## src/rtl/clk_rate_ctrl_if.sv

```systemverilog
// clk_rate_ctrl_if: speed requests and rate status of the clock-rate controller
interface clk_rate_ctrl_if;
  logic up, dn, pause, busy, tick, sys_clk;
  logic [4:0] sel;
  modport master (output up, dn, pause, input sel, busy, tick, sys_clk);
  modport slave (input up, dn, pause, output sel, busy, tick, sys_clk);
endinterface

```

## src/rtl/clk_rate_ctrl.sv

```systemverilog
// clk_rate_ctrl: tap-select divider whose rate changes only on a period boundary
module clk_rate_ctrl #(
  parameter int CNT_W = 32,
  parameter int SEL_MIN = 0,
  parameter int SEL_MAX = 26,
  parameter int SEL_INIT = 24
) (
  input logic clk,
  input logic rst,
  clk_rate_ctrl_if.slave bus
);
  localparam logic [4:0] S_MIN = 5'(SEL_MIN);
  localparam logic [4:0] S_MAX = 5'(SEL_MAX);
  localparam logic [4:0] S_INIT = 5'(SEL_INIT);
  typedef enum logic {IDLE, WAIT} state_t;
  state_t state, state_n;
  logic [CNT_W-1:0] cnt, cnt_n, cnt_sh, cnt_n_sh;
  logic [4:0] sel, sel_n, sel_eff, pend, base, tgt;
  logic tick, tap, tap_q, tap_q_n, up_q, dn_q, up_e, dn_e, req, edge_c, swap, busy;
  // request decode, saturating target and the rate swap; a freshly selected tap
  // seeds tap_q from the next counter value so the swap never fakes an edge
  always_comb begin
    cnt_n = bus.pause ? cnt : cnt + CNT_W'(1);
    cnt_sh = cnt >> sel;
    tap = cnt_sh[0];
    edge_c = tap & ~tap_q;
    up_e = bus.up & ~up_q;
    dn_e = bus.dn & ~dn_q;
    req = up_e ^ dn_e;
    swap = busy & (edge_c | bus.pause);
    sel_eff = swap ? pend : sel;
    base = busy ? pend : sel;
    tgt = up_e ? (base >= S_MAX ? S_MAX : base + 5'd1) : (base <= S_MIN ? S_MIN : base - 5'd1);
    sel_n = (req & bus.pause) ? tgt : sel_eff;
    cnt_n_sh = cnt_n >> sel_n;
    tap_q_n = (sel_n != sel) ? cnt_n_sh[0] : tap;
  end
  // FSM state register
  always_ff @(posedge clk or posedge rst)
    if (rst) state <= IDLE;
    else state <= state_n;
  // FSM next state: wait for a boundary only when the target differs and we are running
  always_comb begin
    state_n = req ? ((!bus.pause && tgt != sel_eff) ? WAIT : IDLE) : (swap ? IDLE : state);
  end
  // FSM and status outputs
  always_comb begin
    busy = state == WAIT;
    bus.busy = busy;
    bus.sel = sel;
    bus.tick = tick;
    bus.sys_clk = tap;
  end
  // counter, applied tap, pending target, tick and input edge history
  always_ff @(posedge clk or posedge rst)
    if (rst) begin
      cnt <= '0;
      sel <= S_INIT;
      pend <= S_INIT;
      tick <= 1'b0;
      tap_q <= 1'b0;
      up_q <= 1'b0;
      dn_q <= 1'b0;
    end else begin
      cnt <= cnt_n;
      sel <= sel_n;
      pend <= req ? tgt : pend;
      tick <= edge_c & ~bus.pause;
      tap_q <= tap_q_n;
      up_q <= bus.up;
      dn_q <= bus.dn;
    end
endmodule

```

## src/flat_wrapper.sv

```systemverilog
// flat-port wrapper written by rule: the top's interface ports become plain ports
module clk_rate_ctrl_flat 
#(
  parameter int CNT_W = 32,
  parameter int SEL_MIN = 0,
  parameter int SEL_MAX = 26,
  parameter int SEL_INIT = 24
)
  (clk, rst, bus_up, bus_dn, bus_pause, bus_sel, bus_busy, bus_tick, bus_sys_clk);
  clk_rate_ctrl_if bus_i ();
  input logic clk;
  input logic rst;
  input wire logic [$bits(bus_i.up)-1:0] bus_up;
  input wire logic [$bits(bus_i.dn)-1:0] bus_dn;
  input wire logic [$bits(bus_i.pause)-1:0] bus_pause;
  output wire logic [$bits(bus_i.sel)-1:0] bus_sel;
  output wire logic [$bits(bus_i.busy)-1:0] bus_busy;
  output wire logic [$bits(bus_i.tick)-1:0] bus_tick;
  output wire logic [$bits(bus_i.sys_clk)-1:0] bus_sys_clk;
  assign bus_i.up = bus_up;
  assign bus_i.dn = bus_dn;
  assign bus_i.pause = bus_pause;
  assign bus_sel = bus_i.sel;
  assign bus_busy = bus_i.busy;
  assign bus_tick = bus_i.tick;
  assign bus_sys_clk = bus_i.sys_clk;
  clk_rate_ctrl #(.CNT_W(CNT_W), .SEL_MIN(SEL_MIN), .SEL_MAX(SEL_MAX), .SEL_INIT(SEL_INIT)) u_core (.clk(clk), .rst(rst), .bus(bus_i));
endmodule
```

## config.mk

```make
export PLATFORM = sky130hd
export DESIGN_NAME = clk_rate_ctrl_flat
export DESIGN_NICKNAME = d
export VERILOG_FILES = /design/src/rtl/clk_rate_ctrl_if.sv /design/src/rtl/clk_rate_ctrl.sv /design/src/flat_wrapper.sv
export SDC_FILE = /design/constraint.sdc
export NUM_CORES = 1
export LEC_CHECK = 0
export BUFFER_PORTS_ARGS = -buffer_cell sky130_fd_sc_hd__clkbuf_2
export CAP_MARGIN = 10
export CORE_ASPECT_RATIO = 0.7
export CORE_MARGIN = 1.5
export CORE_UTILIZATION = 40
export CTS_CLUSTER_DIAMETER = 120
export CTS_CLUSTER_SIZE = 28
export DETAILED_ROUTE_END_ITERATION = 16
export GPL_TIMING_DRIVEN = 0
export MAX_ROUTING_LAYER = met4
export PLACE_DENSITY_LB_ADDON = 0.08
export SYNTH_ARGS = -nofsm -noshare
export SYNTH_HDL_FRONTEND = slang
export SYNTH_SLANG_ARGS = --single-unit
```

## constraint.sdc

```tcl
create_clock -name clk -period 4.3 [get_ports clk]
set_clock_uncertainty 0.15 [all_clocks]
set_input_delay 0.645 -clock clk [delete_from_list [all_inputs] [get_ports clk]]
set_output_delay 0.645 -clock clk [all_outputs]
set_load 0.02 [all_outputs]
```

* After elaboration in Yosys (flattened, before gate mapping)
Index checks and enable logic that the tools add are counted.
** Storage, ports and cells
- Register bits after elaboration :: 47
- Input bits :: 5
- Output and inout port bits :: 8
- Logic and storage cells :: 43
** Cells by class
- Add/sub/neg operators :: 3
- Magnitude comparators :: 2
- Eq/ne operators :: 2
- Shift operators :: 2
- Muxes and demuxes :: 11
- Bitwise logic cells :: 12
- Reductions and logical operators :: 3
** Operators with widths (count)
- $shr 32x5->1 :: 2
- $add 32x1->32 const B :: 1
- $mux 32 :: 1
- $mux 5 :: 6
- $ne 5x5->1 :: 2
- $and 1x1->1 :: 6
- $add 5x1->5 const B :: 1
- $ge 5x5->1 const B :: 1
- $le 5x1->1 const B :: 1
- $sub 5x1->5 const B :: 1
- $mux 1 :: 4
- $not 1->1 :: 4
- $reduce_bool 2->1 :: 1
- $logic_and 1x1->1 :: 1
- $logic_not 1->1 :: 1
- $or 1x1->1 :: 1
- $xor 1x1->1 :: 1

* Depth between registers and ports, before layout
Gate-level depths: netlist of run 1.
- Depth after elaboration :: 9
- Mapped depth :: 17
- Mapped depth without buffers :: 14

* Worst setup path after synthesis of run 1
No wires, ideal clock.
- Kind :: reg-to-reg
- From :: reg u_core.state, in the netlist u_core.bus.busy
- To :: reg u_core.tap_q
- Setup time :: 126 ps
- Arrival :: 3524 ps
- Data required time :: 4024 ps
- Path slack :: 501 ps
- Cell stages (with the launch flop) :: 16
- Path buffers :: 2
- Period minus slack after synthesis :: 3799 ps
- Path through :: dfrtp_1 buf_2 buf_4 mux2i_1 ha_1 nor4b_2 o21a_1 nand3b_1 o21ai_0 a22oi_1 nor2_1 a311oi_2 inv_2 a2111oi_0 o41ai_1 o311a_1
** Between the ends
- Longest elaborated chain between the ends :: 7
- Elaborated cells on any way between the ends :: 14
- Those cells by class :: 2 x add/sub; 2 x order compare; 1 x eq/ne; 1 x shift; 7 x mux; 1 x bitwise
** Ends and longest elaborated chain
- start: declaration :: RTL line clk_rate_ctrl.sv:16 : state_t state, state_n;
- start signal: assignment :: RTL line clk_rate_ctrl.sv:41 : else state <= state_n;
- $mux 5 :: RTL line clk_rate_ctrl.sv:32 : base = busy ? pend : sel;
- $sub 5x1->5 (tied with other cells) :: RTL line clk_rate_ctrl.sv:33 : tgt = up_e ? (base >= S_MAX ? S_MAX : base + 5'd1) : (base <= S_MIN ? S_MIN : base - 5'd1);
- $mux 5 (2 in a row) :: RTL line clk_rate_ctrl.sv:33
- $mux 5 * :: RTL line clk_rate_ctrl.sv:34 : sel_n = (req & bus.pause) ? tgt : sel_eff;
- named net u_core.sel_n[2] :: RTL line clk_rate_ctrl.sv:18 : logic [4:0] sel, sel_n, sel_eff, pend, base, tgt;
- $shr 32x5->1 or $ne 5x5->1 (tied branches) :: RTL line clk_rate_ctrl.sv:35, clk_rate_ctrl.sv:36
- $mux 1 * :: RTL line clk_rate_ctrl.sv:36 : tap_q_n = (sel_n != sel) ? cnt_n_sh[0] : tap;
- named net u_core.tap_q_n :: RTL line clk_rate_ctrl.sv:19 : logic tick, tap, tap_q, tap_q_n, up_q, dn_q, up_e, dn_e, req, edge_c, swap, busy;
- end signal: assignment :: RTL line clk_rate_ctrl.sv:69 : tap_q <= tap_q_n;
- end: declaration :: RTL line clk_rate_ctrl.sv:19
Mark *: on every way through the listed nets, which the timed path passes. The rest lies on a longest branch.
A chain may end at the register's enable or synchronous reset.

* Final worst setup path of run 1
- From :: reg u_core.state, in the netlist u_core.bus.busy
- To :: reg u_core.tap_q
** Between the ends
- Longest elaborated chain between the ends :: 7
- Elaborated cells on any way between the ends :: 14
- Those cells by class :: 2 x add/sub; 2 x order compare; 1 x eq/ne; 1 x shift; 7 x mux; 1 x bitwise
** Ends and longest elaborated chain (RTL line)
- $mux 5 :: clk_rate_ctrl.sv:32
- $sub 5x1->5 (tied with other cells) :: clk_rate_ctrl.sv:33
- $mux 5 (2 in a row) :: clk_rate_ctrl.sv:33
- $mux 5 * :: clk_rate_ctrl.sv:34
- $shr 32x5->1 or $ne 5x5->1 (tied branches) :: clk_rate_ctrl.sv:35, clk_rate_ctrl.sv:36
- $mux 1 * :: clk_rate_ctrl.sv:36
- named net u_core.tap_q_n :: clk_rate_ctrl.sv:19
Marked as above.

==> results of run 1 <==
how the worst max path moves through the flow:
stage | startpoint | to | slack [ns] | cells after the start
finish | u_core.bus.busy | u_core.tap_q | 0.23 | 16
detailed placement | u_core.bus.busy | u_core.tap_q | -0.43 | 15
global placement | u_core.bus.busy | u_core.tap_q | -0.42 | 15
floorplan | u_core.bus.busy | u_core.tap_q | 0.50 | 15
CTS | u_core.bus.busy | u_core.tap_q | 0.07 | 16
global route | u_core.bus.busy | u_core.tap_q | -0.002 | 16
report_power, final:
group          leakage, nW  switching (mW)  internal, mW
registers            0.609           0.114         0.549
logic                 1.04            1.11         0.780
clock network       0.0868           0.172         0.289
total                 1.74            1.40          1.62
Yosys cell counts, types with 5 or more instances:
| cell type | number | area [µm²] |
|---|---|---|
| mux2_2 | 7 | 78.83 |
| dfrtp_1 | 43 | 1076 |
| nand2_1 | 30 | 112.6 |
| a22oi_1 | 5 | 37.54 |
| and3_1 | 8 | 50.05 |
| and2_1 | 6 | 37.54 |
| xnor2_1 | 33 | 289.0 |
| o21ai_0 | 5 | 25.02 |
| nor2_1 | 21 | 78.83 |
| inv_1 | 6 | 22.52 |
| nor3_1 | 7 | 35.03 |
| o211ai_1 | 8 | 60.06 |
| xor2_1 | 14 | 122.6 |
| a21oi_1 | 15 | 75.07 |
| mux2i_1 | 37 | 370.4 |
| nand2b_1 | 6 | 37.54 |
| buf_2 | 6 | 30.03 |
| nand3_1 | 16 | 80.08 |
cell type report:
| type | instances | area [µm²] |
|---|---|---|
| Fill cell | 828 | 4481 |
| Clock inverter | 2 | 35.03 |
| Inverter | 10 | 37.54 |
| Sequential cell | 47 | 1181 |
| Clock buffer | 6 | 138.9 |
| Tap cell | 120 | 150.1 |
| Multi-Input combinational cell | 298 | 2216 |
| Timing Repair Buffer | 17 | 110.1 |
| Buffer | 15 | 93.84 |
timing repair:
item                                    in CTS  in global routing
endpoints found under the hold margin        0                  0
pin swaps                                    0                  2
buffers inserted                             0                  4
gates resized for setup                      4                  4
endpoints found under the setup margin       1                  1
metrics by stage:
| step | cell area [µm²] | setup slack (ns) | hold slack (ns) | total power [mW] |
|---|---|---|---|---|
| after global routing | 3963 | -0.001572 | 0.1933 | 3.218 |
| after CTS | 3913 | 0.07236 | 0.1731 | 2.943 |
| after floorplan | 3480 | 0.5005 | 0.3177 | 1.982 |
| after global placement | 3690 | -0.4222 | 0.3434 | 2.431 |
| final | 3963 | 0.2282 | 0.1614 | 3.015 |
| after detailed placement | 3710 | -0.4318 | 0.3470 | 2.437 |
logic make-up (layout without fill, tap and decap cells):
logic type      count (synthesis)  in the layout  share of synthesized area
compound gates                 75             75                     0.1582
xor+xnor                       47             47                     0.1183
fa+ha+maj                       4              4                    0.01438
buf+inv                        25             50                    0.03775
flops                          47             47                     0.3394
mux                            45             45                     0.1323
simple gates                  127            127                     0.1996
worst reg2reg max path, cell delays in order (launching register included):
cell and delay (ns):
dfrtp_1 0.35, buf_2 0.22, buf_4 0.23, mux2i_1 0.36, inv_1 0.14, ha_1 0.22
a21oi_1 0.20, o31ai_1 0.14, o21ai_1 0.19, o31a_1 0.24, nand2_4 0.12, inv_2 0.15
mux2_1 0.34, o31a_1 0.28, a221oi_1 0.37, o41ai_2 0.12, o311a_1 0.13
layer usage:
metal / share of wire / routed length [µm] / up-vias / global-route usage
met4: 0.0063 / 60 / 0 / 0.04500
met3: 0.061 / 584 / 5 / 0.05299
met2: 0.38 / 3575 / 71 / 0.2904
li1: - / - / 1400 / -
met1: 0.56 / 5280 / 1390 / 0.3650
met5: 0 / 0 / - / -
state kept, by name, indices dropped and copies added (netlist names):
signal and count:
u_core.tap_q 1, u_core.cnt 32, u_core.bus.tick 1, u_core.dn_q 1, u_core.pend 5, u_core.up_q 1
u_core.bus.busy 1, u_core.bus.sel 5
==> flow_summary.json, run 1 <==
{
  "numCtsBuffers": 5,
  "grt_use_total": 0.2314,
  "hold_viol_final": 0,
  "via_per_inst": 5.565,
  "syn_avg_cell_area_um2": 9.404,
  "fmax_mhz": 245.6,
  "synth-seq-cells": 47,
  "worst_pin_slew_ns": 0.6150,
  "relSlewSlack": 0.5885,
  "dp_hpwl_um": 7240,
  "initial_core_util": 0.4121,
  "clock-sinks": 47,
  "port_buffers": 12,
  "ios": 13,
  "r2r_start": "u_core.bus.busy",
  "ant_nets": 0,
  "regToRegSetupSlack_ns": 0.23,
  "critical_path.top_delay_family": "compound AO/OA/AOI/OAI gates",
  "die_area_um2": 9276,
  "seq_area_frac_synth": 0.3394,
  "grt_pass1_vias": 2797,
  "synthCells": 370,
  "synth_nets": 379,
  "powerDensity_nw_per_um2": 760.9,
  "die_h_um": 81.04,
  "path_cells": "buf_2 -> buf_4 -> mux2i_1 -> inv_1 -> ha_1 -> a21oi_1 -> o31ai_1 -> o21ai_1 -> o31a_1 -> nand2_4 -> inv_2 -> mux2_1 -> o31a_1 -> a221oi_1 -> o41ai_2 -> o311a_1",
  "globalRouteOverflowTotal": 0,
  "ctsHtreeMaxLevel": 2,
  "cp_common_cell": "o31a_1",
  "via_count": 2866,
  "yosys_warnings": 0,
  "stdcell_count": 515,
  "place_congestion": 0.9162,
  "n_antenna_cell": 0,
  "dieWidth_um": 114.5,
  "synth_ff_type": "dfrtp_1",
  "r2r_end": "u_core.tap_q",
  "worst-path-buf-inv": 4,
  "synth_area_um2": 3480,
  "cts_root_buf": "clkbuf_16",
  "wl_per_cell_um": 18.45,
  "final_common_cell": "dfrtp_1",
  "cts_tree": "built",
  "row_count": 28,
  "crit_path_end_kind": "flip-flop",
  "crit_path_max_incr_delay_ns": 0.37,
  "start_kind": "flip-flop",
  "finish.utilization": 0.4693,
  "dp_cells": 503,
  "vdd_drop_max_v": 0.0003275,
  "netlist-cell-type-count": 71,
  "layout_common_cells": "43 x dfrtp_1, 36 x mux2i_1, 33 x xnor2_1, 30 x nand2_1, 21 x nor2_1",
  "first_pass_iters": 5,
  "antenna_found_initial": 0,
  "clock_path_buffers": 2,
  "drt-initial-drc-count": 260,
  "timing.final.crit_period_ns": 4.072,
  "outcome": "complete, no violations",
  "p_leak_nw": 1.736,
  "reg2reg_depth": 16,
  "hold_path_class": "input pin to async pin",
  "setup_tns_ns": 0,
  "routed_wl_um": 9500,
  "clk_pin_slew_ns": 0.07,
  "worstPathArrival_ns": 4.10,
  "layout-drive-gt1-share": 0.1747,
  "grt_max_degree": 32,
  "cap_viol_max_count": 0,
  "required_ns": 4.32,
  "cpMaxStageDelayCell": "a221oi_1",
  "clk_latency_ns": 0.30,
  "synth-async-reset-ratio": 1.000,
  "core_um2": 8443,
  "critPathKind": "flip-flop to flip-flop",
  "route.detailed.drc": 0,
  "setup_viol": 0,
  "holdBufCountCts": 0,
  "grt_pass1_wl_um": 15670,
  "synth_edf_count": 0,
  "period_share": 0.9469,
  "final-max-slew-violation-count": 0,
  "fin_nets": 403,
  "syn_to_final_growth_pct": 13.88,
  "crit_fanout": 10
}
Note: power is estimated with default switching activity, not from simulation.
==> run 2: changes to the inputs <==
--- a/config.mk
+++ b/config.mk
@@ -6,7 +6,7 @@
 export NUM_CORES = 1
 export LEC_CHECK = 0
 export BUFFER_PORTS_ARGS = -buffer_cell sky130_fd_sc_hd__clkbuf_2
-export CAP_MARGIN = 10
+export CAP_MARGIN = 25
 export CORE_ASPECT_RATIO = 0.7
 export CORE_MARGIN = 1.5
 export CORE_UTILIZATION = 40
==> constraint.sdc (replaced) <==
create_clock -name clk -period 3.5 [get_ports clk]
set_clock_uncertainty 0.15 [all_clocks]
set_input_delay 0.525 -clock clk [delete_from_list [all_inputs] [get_ports clk]]
set_output_delay 0.525 -clock clk [all_outputs]
set_load 0.02 [all_outputs]
==> run 2 against run 1 <==
  * The run now ends with setup timing left
  * Core utilization increased by 2.5 points
  * Sequential power increased by 28%
  * Count of clock-buffer cells in the layout increased by 1
  * Critical endpoint unchanged
  * Highest routed layer unchanged
  * Critical path type unchanged
  * Wire length is 1.9% higher
  * Clock power rose by 19%
  * Fmax increased by 16%
  * Largest cell class unchanged
  * Hold slack worse by 0.14 ns
  * Die area stayed put
==> flow_summary.json, run 2 (same netlist as run 1, synthesis figures left out) <==
{
  "n_antenna_cell": 0,
  "initial_core_util": 0.4121,
  "worst_pin_slew_ns": 0.6367,
  "first_pass_iters": 5,
  "row_count": 28,
  "outcome": "finished, violations left",
  "final-max-slew-violation-count": 0,
  "hold_path_class": "input pin to async pin",
  "crit_fanout": 10,
  "grtUsageMet2": 0.3102,
  "die_area_um2": 9276,
  "dp_hpwl_um": 7131,
  "via_per_inst": 5.580,
  "antenna_found_initial": 0,
  "postLayoutCellArea_um2": 4172,
  "grt_pass1_vias": 2832,
  "wl_per_cell_um": 18.48,
  "grt_use_total": 0.2352,
  "port_buffers": 12,
  "via_count": 2924,
  "syn_to_final_growth_pct": 19.88,
  "numCtsBuffers": 5,
  "met1_usage": 0.3653,
  "clock-sinks": 47,
  "grt_pass1_wl_um": 15790,
  "crit_path_max_incr_delay_ns": 0.44,
  "ctsHtreeMaxLevel": 2,
  "route.detailed.drc": 0,
  "reg2reg_depth": 15,
  "grtUsageMet3": 0.03881,
  "fill_cells": 793,
  "layout-drive-gt1-share": 0.2203,
  "p_leak_nw": 1.804,
  "cp_common_cell": "buf_4",
  "path_cells": "buf_8 -> mux2i_4 -> ha_4 -> nor4b_4 -> buf_4 -> o21a_1 -> nand3b_1 -> o21ai_0 -> a22oi_2 -> nor2_1 -> a311oi_4 -> buf_4 -> a221oi_2 -> o41ai_2 -> o311a_1",
  "regToRegSetupSlack_ns": -0.01,
  "clk_latency_ns": 0.30,
  "cp_num_cells": 15,
  "place_congestion": 0.8587,
  "setup_viol": 1,
  "layout_setup_ws_ns": -0.01262,
  "worst-path-buf-inv": 3,
  "critPathKind": "flip-flop to flip-flop",
  "grt_max_degree": 34,
  "cts_root_buf": "clkbuf_16",
  "seqCellArea_um2": 1184,
  "hold_viol_final": 0,
  "ant_nets": 0,
  "dieWidth_um": 114.5,
  "relSlewSlack": 0.5739,
  "start_kind": "flip-flop",
  "r2r_start": "u_core.bus.sel[0]",
  "powerDensity_nw_per_um2": 966.1,
  "fin_nets": 412,
  "period_share": 1.004,
  "largest-register": "u_core.cnt",
  "timing.final.crit_period_ns": 3.513,
  "worstPathArrival_ns": 3.59,
  "clk_pin_slew_ns": 0.07,
  "drt-initial-drc-count": 271,
  "cap_viol_max_count": 0,
  "cts_tree": "built",
  "ios": 13,
  "holdBufCountCts": 0,
  "routed_wl_um": 9683,
  "final_common_cell": "dfrtp_1",
  "layout_common_cells": "41 x dfrtp_1, 33 x xnor2_1, 33 x mux2i_1, 29 x nand2_1, 20 x nor2_1",
  "crit_path_end_kind": "flip-flop",
  "top_regs": "u_core.cnt x32, u_core.bus.sel x5, u_core.pend x5",
  "largest_reg_flops": 32,
  "crit_start": "u_core.bus.sel[0]",
  "globalRouteOverflowTotal": 0,
  "failed_checks": "setup timing",
  "fmax_mhz": 284.7,
  "grt.busiest_layer": "met1",
  "critical_path.top_delay_family": "compound AO/OA/AOI/OAI gates",
  "r2r_end": "u_core.tap_q",
  "die_h_um": 81.04,
  "critPathCapture": "u_core.tap_q",
  "multiInputGateArea_um2": 2313,
  "placed_area_um2": 3749,
  "finish.utilization": 0.4941,
  "core_um2": 8443,
  "clock_path_buffers": 2,
  "cpMaxStageDelayCell": "dfrtp_2",
  "rsz0062_at_grt": "true",
  "required_ns": 3.58,
  "power_mw": 4.030,
  "vdd_drop_max_v": 0.0004011
}
## run 2: cell count changes in the layout (fill, tap and decap cells not counted), sizes merged
cell	change
clkinv	-1
buf	+9
clkbuf	+1
## run 2: worst min-delay path by stage
stage                    from        endpoint  slack, ns  depth (start not counted)
3_5_place_dp    u_core.cnt[9]   u_core.cnt[9]       0.34                          1
2_1_floorplan  u_core.cnt[13]  u_core.cnt[13]       0.32                          1
4_1_cts                   rst  u_core.cnt[20]       0.03                          2
3_3_place_gp   u_core.cnt[14]  u_core.cnt[14]       0.35                          1
5_1_grt                   rst  u_core.cnt[20]       0.06                          2
6_report                  rst  u_core.cnt[20]       0.02                          2
## run 2: where the power goes
group          total, mW  switching, mW  internal, mW
sequential         0.848          0.171         0.677
combinational       2.64           1.44          1.19
clock              0.547          0.208         0.338
total               4.03           1.82          2.21
## run 2: stage by stage
step                      instances   TNS, ns  hold slack [ns]  setup slack (ns)
after floorplan                 370         0           0.3177           0.01197
after global placement          502   -0.5153           0.3465           -0.5153
after detailed placement        503   -0.5328           0.3448           -0.5328
after CTS                       522         0          0.02869          0.002143
after global routing            524   -0.2540          0.06114           -0.1480
final                           524  -0.01262          0.01898          -0.01262
## run 2: cell type report
cell class | count | share of cell area
sequential | 47 | 0.2837
multi-input combinational | 298 | 0.5546
inverter | 10 | 0.009598
buffer | 13 | 0.02789
timing repair buffer | 28 | 0.04919
clock buffer | 7 | 0.03179
tap | 120 | 0.03599
clock inverter | 1 | 0.007199
## run 2: worst reg2reg max path: cells and delay by family, from the launching register on
family / cells / cell delay (ns)
simple gates: 3 / 0.44
compound gates: 7 / 1.50
mux: 1 / 0.22
fa+ha+maj: 1 / 0.18
flops: 1 / 0.44
buf+inv: 3 / 0.53
## run 2: layer usage
metal,up-vias,wire (µm)
met5,-,0
met2,80,3675
li1,1420,-
met1,1416,5263
met3,8,656
met4,0,88
## run 2: timing repair
| item | 4_1_cts | 5_1_grt |
|---|---|---|
| gates resized for setup | 24 | 6 |
| setup buffers | 13 | 2 |
| endpoints found under the hold margin | 0 | 0 |
| setup endpoints to repair | 1 | 2 |
| pin swaps | 13 | 3 |
==> run 3: changes to the inputs <==
--- a/config.mk
+++ b/config.mk
@@ -5,7 +5,6 @@
 export SDC_FILE = /design/constraint.sdc
 export NUM_CORES = 1
 export LEC_CHECK = 0
-export BUFFER_PORTS_ARGS = -buffer_cell sky130_fd_sc_hd__clkbuf_2
 export CAP_MARGIN = 25
 export CORE_ASPECT_RATIO = 0.7
 export CORE_MARGIN = 1.5
@@ -13,9 +12,11 @@
 export CTS_CLUSTER_DIAMETER = 120
 export CTS_CLUSTER_SIZE = 28
 export DETAILED_ROUTE_END_ITERATION = 16
+export DONT_BUFFER_PORTS = 1
 export GPL_TIMING_DRIVEN = 0
 export MAX_ROUTING_LAYER = met4
 export PLACE_DENSITY_LB_ADDON = 0.08
+export RECOVER_POWER = 25
 export SYNTH_ARGS = -nofsm -noshare
 export SYNTH_HDL_FRONTEND = slang
 export SYNTH_SLANG_ARGS = --single-unit
==> run 3 against run 2 <==
  * The run still ends with setup timing left
  * Final cell count unchanged
  * Sequential power increased by 2.9%
  * Worst setup slack got worse by 0.28 ns
  * Hold slack improved by 0.088 ns
  * Via count increased by 1.4%
  * Non-clock buffer count unchanged
  * Fmax decreased by 7.3%
  * Register-to-register slack got worse by 0.28 ns
  * Sequential share of layout area about the same
  * Critical path depth increased by 1
  * Final area about the same
  * Largest power group unchanged
==> flow_summary.json, run 3 (same netlist as run 1, synthesis figures left out) <==
{
  "fin_nets": 412,
  "largest-register": "u_core.cnt",
  "final_common_cell": "dfrtp_1",
  "required_ns": 3.52,
  "placed_area_um2": 3689,
  "r2r_end": "u_core.tap_q",
  "stdcell_count": 524,
  "p_sw_mw": 1.843,
  "first_pass_iters": 4,
  "crit_path_end_kind": "flip-flop",
  "worstPathArrival_ns": 3.81,
  "powerDensity_nw_per_um2": 975.1,
  "clk_pin_slew_ns": 0.06,
  "setup_viol": 1,
  "hold_viol_final": 0,
  "worst_hold_path.num_cells": 0,
  "cts_tree": "built",
  "initial_core_util": 0.4121,
  "largest_reg_flops": 32,
  "hold_path_class": "input pin to flip-flop",
  "ctsHtreeMaxLevel": 2,
  "clk_latency_ns": 0.30,
  "die_h_um": 81.04,
  "port_buffers": 0,
  "p_sw_frac": 0.4528,
  "cpMaxStageDelayCell": "dfrtp_2",
  "hold_path_end": "u_core.up_q",
  "seq_power_share": 0.215,
  "antenna_found_initial": 0,
  "dp_cells": 491,
  "via_count": 2965,
  "fmax_mhz": 263.9,
  "path_cells": "buf_6 -> buf_8 -> mux2i_4 -> ha_4 -> and4bb_2 -> o211ai_1 -> o31ai_2 -> o21ai_1 -> o31a_1 -> nand2_4 -> buf_6 -> mux2_2 -> mux2_4 -> o21ai_2 -> o22ai_1 -> o311a_1",
  "crit_fanout": 5,
  "timing.final.crit_period_ns": 3.789,
  "relSlewSlack": 0.04202,
  "grt_pass1_wl_um": 15810,
  "die_area_um2": 9276,
  "place_congestion": 0.8375,
  "clock-sinks": 47,
  "drt-initial-drc-count": 214,
  "dieWidth_um": 114.5,
  "globalRouteOverflowTotal": 0,
  "dp_slack_ns": -0.6373,
  "grt_pass1_vias": 2860,
  "worst_pin_slew_ns": 1.437,
  "min_from": "bus_up",
  "critPathKind": "flip-flop to flip-flop",
  "layout_common_cells": "41 x dfrtp_1, 34 x mux2i_1, 33 x xnor2_1, 30 x nand2_1, 28 x buf_4",
  "clock_path_buffers": 2,
  "period_share": 1.083,
  "grt_use_total": 0.2329,
  "p_leak_nw": 1.809,
  "ant_nets": 0,
  "dp_hpwl_um": 7186,
  "regToRegSetupSlack_ns": -0.29,
  "cell_internal_pwr_mw": 2.228,
  "cap_viol_max_count": 0,
  "failed_checks": "setup timing",
  "rsz0062_at_grt": "true",
  "final-max-slew-violation-count": 0,
  "syn_to_final_growth_pct": 19.99,
  "route.detailed.drc": 0,
  "vdd_drop_max_v": 0.0003854,
  "cts_root_buf": "clkbuf_16",
  "hold_ws_ns": 0.1066,
  "grt_max_degree": 26,
  "top_regs": "u_core.cnt x32, u_core.bus.sel x5, u_core.pend x5",
  "numCtsBuffers": 5,
  "row_count": 28,
  "postLayoutCellArea_um2": 4175,
  "r2r_start": "u_core.bus.busy",
  "n_antenna_cell": 0,
  "pwr-share-clk": 0.141,
  "power_mw": 4.071,
  "wl_per_cell_um": 19.16,
  "reg2reg_depth": 16,
  "ios": 13,
  "via_per_inst": 5.658,
  "layout-drive-gt1-share": 0.2153,
  "routed_wl_um": 10040,
  "power_frac_comb": 0.644,
  "layout_setup_ws_ns": -0.2889,
  "start_kind": "flip-flop",
  "core_um2": 8443,
  "outcome": "finished, violations left",
  "cp_common_cell": "buf_6",
  "holdBufCountCts": 0,
  "crit_path_max_incr_delay_ns": 0.46
}
[run 3: cell types whose count changed in the layout (fill, tap and decap cells not counted), moves of 2 or more]
cell / delta
buf_4: +12
clkbuf_2: -12
o21ai_1: -2
mux2_4: +2
buf_12: -3
[run 3: area by class of cell]
type	count	area, µm²
fill	806	4268
clock buffer	6	138.9
buffer	15	116.4
tap	120	150.1
clock inverter	2	35.03
timing repair buffer	26	195.2
inverter	10	40.04
sequential	47	1184
multi-input combinational	298	2316
[run 3: routing by layer]
metal  routed length, µm  global-route usage  vias up  part of all wire
li1                    -                   -     1423                 -
met1                5431              0.3598     1457              0.54
met2                3979              0.3060       76              0.40
met3                 557             0.04701        9             0.055
met4                  71             0.04625        0            0.0071
met5                   0                   -        -                 0
[run 3: metrics by stage]
stage / TNS [ns] / utilization
3_5_place_dp: -0.7674 / 0.4369
4_1_cts: -0.2485 / 0.4870
6_report: -0.2889 / 0.4945
3_3_place_gp: -0.8046 / 0.4345
2_1_floorplan: 0 / -
5_1_grt: -0.5658 / 0.4945
[run 3: timing repair]
item,CTS,global route
setup buffers,23,4
setup endpoints to repair,3,2
pin swaps,15,14
resized for setup,16,10
[run 3: worst max path at each step]
stage	depth (start not counted)	startpoint	endpoint	slack, ns
2_1_floorplan	16	u_core.bus.busy	u_core.tap_q	0.01
3_3_place_gp	15	u_core.bus.busy	u_core.tap_q	-0.66
3_5_place_dp	15	u_core.bus.busy	u_core.tap_q	-0.64
4_1_cts	16	u_core.bus.busy	u_core.tap_q	-0.25
5_1_grt	16	u_core.bus.busy	u_core.tap_q	-0.45
6_report	16	u_core.bus.busy	u_core.tap_q	-0.29
[run 3: power groups by stage]
stage                     combinational [mW]  sequential [mW]  clock, mW
after floorplan                         1.66            0.826          0
after global placement                  2.12            0.871          0
after detailed placement                2.12            0.872          0
after CTS                               2.45            0.870      0.581
after global routing                    2.82            0.893      0.602
final                                   2.62            0.873      0.574
[run 3: critical path: cells and delay by family, from the launching register on]
family | cells | cell delay, ns
fa+ha+maj | 1 | 0.19
compound gates | 7 | 1.42
flops | 1 | 0.46
simple gates | 2 | 0.33
mux | 3 | 0.73
buf+inv | 3 | 0.39
